## config.mk

```make
export PLATFORM = sky130hd
export DESIGN_NAME = input_synchronizer
export DESIGN_NICKNAME = d
export VERILOG_FILES = /design/src/rtl/input_sync_pkg.sv /design/src/rtl/sync_cell.sv /design/src/rtl/input_synchronizer.sv
export SDC_FILE = /design/constraint.sdc
export NUM_CORES = 1
export LEC_CHECK = 0
export CAP_MARGIN = 20
export CORE_AREA = 5 5 42 44
export DETAILED_ROUTE_END_ITERATION = 8
export DIE_AREA = 0 0 47 49
export GPL_ROUTABILITY_DRIVEN = 1
export PLACE_DENSITY = 0.75
export SLEW_MARGIN = 20
export SYNTH_ARGS = -nofsm -noshare
export SYNTH_HDL_FRONTEND = slang
export SYNTH_SLANG_ARGS = --single-unit
```

## constraint.sdc

```tcl
create_clock -name clk -period 1.7 [get_ports clk]
set_clock_uncertainty 0.05 [all_clocks]
set_input_delay 0.255 -clock clk [delete_from_list [all_inputs] [get_ports clk]]
set_output_delay 0.255 -clock clk [all_outputs]
set_load 0.03 [all_outputs]
```

## src/rtl/input_sync_pkg.sv

```systemverilog
// ============================================================================
// input_sync_pkg : shared limits, defaults and word type for input_synchronizer
// Revision: 1.0
// ============================================================================
`default_nettype none

package input_sync_pkg;

  localparam int SYNC_STAGES_MIN    = 2;
  localparam int SYNC_STAGES_MAX    = 4;
  localparam int DATA_WIDTH_DEFAULT = 8;

  typedef logic [DATA_WIDTH_DEFAULT-1:0] sync_word_t;

  function automatic bit stages_legal(input int n);
    return (n >= SYNC_STAGES_MIN) && (n <= SYNC_STAGES_MAX);
  endfunction

endpackage

`default_nettype wire

```

## src/rtl/sync_cell.sv

```systemverilog
// ============================================================================
// sync_cell : single-bit flop chain with asynchronous reset
// Revision: 1.0
// ============================================================================
`default_nettype none

module sync_cell #(
  parameter int   SYNC_STAGES = 2,
  parameter logic RESET_VALUE = 1'b0
) (
  input  logic clk,
  input  logic rst,
  input  logic async_i,
  output logic sync_o
);

  // Keep the chain tightly placed and excluded from retiming.
  (* ASYNC_REG = "TRUE" *) logic [SYNC_STAGES-1:0] sync_q;
  logic [SYNC_STAGES-1:0] sync_d;

  assign sync_d = {sync_q[SYNC_STAGES-2:0], async_i};

  always_ff @(posedge clk or posedge rst) begin
    if (rst) begin
      sync_q <= {SYNC_STAGES{RESET_VALUE}};
    end else begin
      sync_q <= sync_d;
    end
  end

  assign sync_o = sync_q[SYNC_STAGES-1];

endmodule

`default_nettype wire

```

## src/rtl/input_synchronizer.sv

```systemverilog
// ============================================================================
// input_synchronizer : per-bit multi-flop synchronizer for asynchronous inputs,
// with optional rise/fall pulse outputs when INPUT_SYNC_EDGE_EN is defined.
// Revision: 1.0
// ============================================================================
`default_nettype none

module input_synchronizer
  import input_sync_pkg::*;
#(
  parameter int                    DATA_WIDTH  = DATA_WIDTH_DEFAULT,
  parameter int                    SYNC_STAGES = 2,
  parameter logic [DATA_WIDTH-1:0] RESET_VALUE = '0
) (
  input  logic                  clk,
  input  logic                  rst,
  input  logic [DATA_WIDTH-1:0] data_in,
  output logic [DATA_WIDTH-1:0] data_out
`ifdef INPUT_SYNC_EDGE_EN
  ,
  output logic [DATA_WIDTH-1:0] rise,
  output logic [DATA_WIDTH-1:0] fall
`endif
);

  if (!stages_legal(SYNC_STAGES)) begin : g_bad_stages
    $error("input_synchronizer: SYNC_STAGES must be within 2..4");
  end

  // Bits are synchronized independently; no cross-bit coherency.
  for (genvar i = 0; i < DATA_WIDTH; i++) begin : g_bit
    sync_cell #(
      .SYNC_STAGES (SYNC_STAGES),
      .RESET_VALUE (RESET_VALUE[i])
    ) u_sync_cell (
      .clk     (clk),
      .rst     (rst),
      .async_i (data_in[i]),
      .sync_o  (data_out[i])
    );
  end

`ifdef INPUT_SYNC_EDGE_EN
  logic [DATA_WIDTH-1:0] prev_q;
  logic [DATA_WIDTH-1:0] rise_q;
  logic [DATA_WIDTH-1:0] fall_q;
  logic [DATA_WIDTH-1:0] rise_d;
  logic [DATA_WIDTH-1:0] fall_d;

  assign rise_d = data_out & ~prev_q;
  assign fall_d = ~data_out & prev_q;

  // prev_q resets to RESET_VALUE so no spurious pulse follows reset release.
  always_ff @(posedge clk or posedge rst) begin
    if (rst) begin
      prev_q <= RESET_VALUE;
      rise_q <= '0;
      fall_q <= '0;
    end else begin
      prev_q <= data_out;
      rise_q <= rise_d;
      fall_q <= fall_d;
    end
  end

  assign rise = rise_q;
  assign fall = fall_q;
`endif

endmodule

`default_nettype wire

```

==> metrics.txt <==
status complete, no violations; setup TNS 0 ns; CTS Buffer Depth 2; worst slack at placement 0.420 ns; Post-synth EDFFs 0; crit-path max FO 1; yosys warns 0; Max Transition Viols Final 0; Synth Flop Type dfrtp_1; #FFs+latches synth 16; Initial Utilization 0.331; drt wl/cell 10.0 um; worst setup margin 0.136 ns; most instantiated library cell after synthesis dfrtp_1; GRT Max-Usage Layer met2; ANT cells 0; Routability Congestion 0.600; initial DRC count 1; post-route ant nets 0; I/O pin count 18; DR DRC count 0; die footprint 0.00230 mm^2; critical path class flip-flop to primary output; drt total wl 532 um; crit-path cells clkdlybuf4s50_1; Net Count, Synth 35; # nets final 49; first-pass GRT wire length 828 um; Slew headroom 0.634; R2R Path Start g_bit[0].u_sync_cell.sync_q[0]; crit path DAT 1.26 ns; CTS Hold Buffers Added 0; area delta synth->final 32.9%; sequential area share after synthesis 0.863; Req. time, crit path 1.39 ns; clock-pin transition on the worst setup and hold timing paths 0.08 ns; crit path from g_bit[7].u_sync_cell.sync_q[1]; CTS tree yes; Leakage 0.272 nW; die height 49 um; top post-synthesis cells by area dfrtp_1, buf_4, inv_1; post-CTS setup repair buffer count 0; DR vias 194; Max Fclk 0.639 GHz; Gates resized, CTS repair 0; largest net degree at the start of global routing 17; GR Util met1 0.0640; Post-Syn Area 464 um^2; Port Buf Inserts 17; worst vdd ir 0.424 mV; CP peak stage delay 0.66 ns; vias in the first global route 205; Avg Inst Size Synth 18.6 um^2; element type at the critical path end primary output; Detailed Routing Iterations Pass 1 2; Multi-input gate area 0 um^2; share of cells above drive strength 1 0.0811; area leader, netlist dfrtp_1; Final Hold Viols 0; Max-Cap Viols 0; PwrDens 1050 mW/mm^2; min Tclk post-route 1.56 ns; post-synth top area share 0.863; count of unique library cells instantiated by Yosys 3; placed inst area 594 um^2; Final Core Density 0.440; Slowest cell on crit path clkdlybuf4s50_1; Tightest Pin Transition 0.548 ns; antenna violations before repair 0; Finish-stage setup viols 0; list of most frequent post-synthesis cells dfrtp_1, buf_4, inv_1; period utilisation layout 0.920; clk_lat worst skew 0.27 ns; die width 47 um; startpoint type of the worst setup path flip-flop; floorplan row count 14; Top Registers g_bit.u_sync_cell.sync_q (16); Num CTS Buffers 3; cell count after synthesis 25; max reg flops 16; HP Class primary input to async pin; M3 GR Usage 0.0258; comb_multi_in 0; GR Util All Layers 0.0548; buffers and inverters on the worst path 1; FFs w/ async S/R, synth 1.00; H-tree levels 1; core area 0.00140 mm^2; design area 617 um^2; clk root buf clkbuf_4; Vias/cell 3.66; CP delay by family, top buffers and inverters; GRT met2 Usage 0.0679; GRT overflow 0; CTS Sinks 16; largest reg by FF count g_bit.u_sync_cell.sync_q; RSZ-0062 raised after global routing false
cells in the final DEF (no fill, tap or decap):
| cell | synthesis | layout |
|---|---|---|
| clkdlybuf4s50_1 | 0 | 17 |
| inv_1 | 1 | 1 |
| dfrtp_1 | 16 | 16 |
| clkbuf_4 | 0 | 3 |
area by class of cell:
| cell class | count | area (um^2) |
|---|---|---|
| flip-flops and latches | 16 | 400 |
| fillers | 149 | 785 |
| repair buffers | 17 | 170 |
| inverters | 1 | 3.75 |
| well taps | 16 | 20.0 |
| clock buffers | 3 | 22.5 |
cell families after synthesis:
| group | Yosys count | share of synthesized area |
|---|---|---|
| buffers and inverters | 9 | 0.137 |
| DFF | 16 | 0.863 |
stage by stage:
step / cells / power, W / hold slack (ns)
floorplan: 25 / 0.000451 / 0.119
global placement: 50 / 0.000478 / 0.288
detailed placement: 50 / 0.000480 / 0.286
CTS: 53 / 0.000659 / 0.294
global route: 53 / 0.000678 / 0.313
finish: 53 / 0.000646 / 0.277
worst paths after layout:
kind | endpoint | slack [ns] | depth (start not counted)
worst max-delay path | data_out[7] | 0.14 | 1
worst min-delay path | g_bit[6].u_sync_cell.sync_q[0] | 0.28 | 2
worst max register to register | g_bit[0].u_sync_cell.sync_q[1] | 1.17 | 0
worst min register to register | g_bit[3].u_sync_cell.sync_q[1] | 0.30 | 0
max in group asynchronous | g_bit[5].u_sync_cell.sync_q[0] | 0.96 | 2
min in group clk | g_bit[3].u_sync_cell.sync_q[1] | 0.30 | 0
power breakdown:
part,switching (W),total (W),internal (W)
clock,0.0000937,0.000176,0.0000819
sequential,0.00000462,0.000404,0.000399
combinational,0.0000324,0.0000664,0.0000340
metal layers:
layer / up-vias / share of wire
li1: 91 / -
met1: 84 / 0.41
met2: 17 / 0.40
met3: 2 / 0.17
met4: 0 / 0.011
met5: - / 0
(Power assumes the default switching activity.)
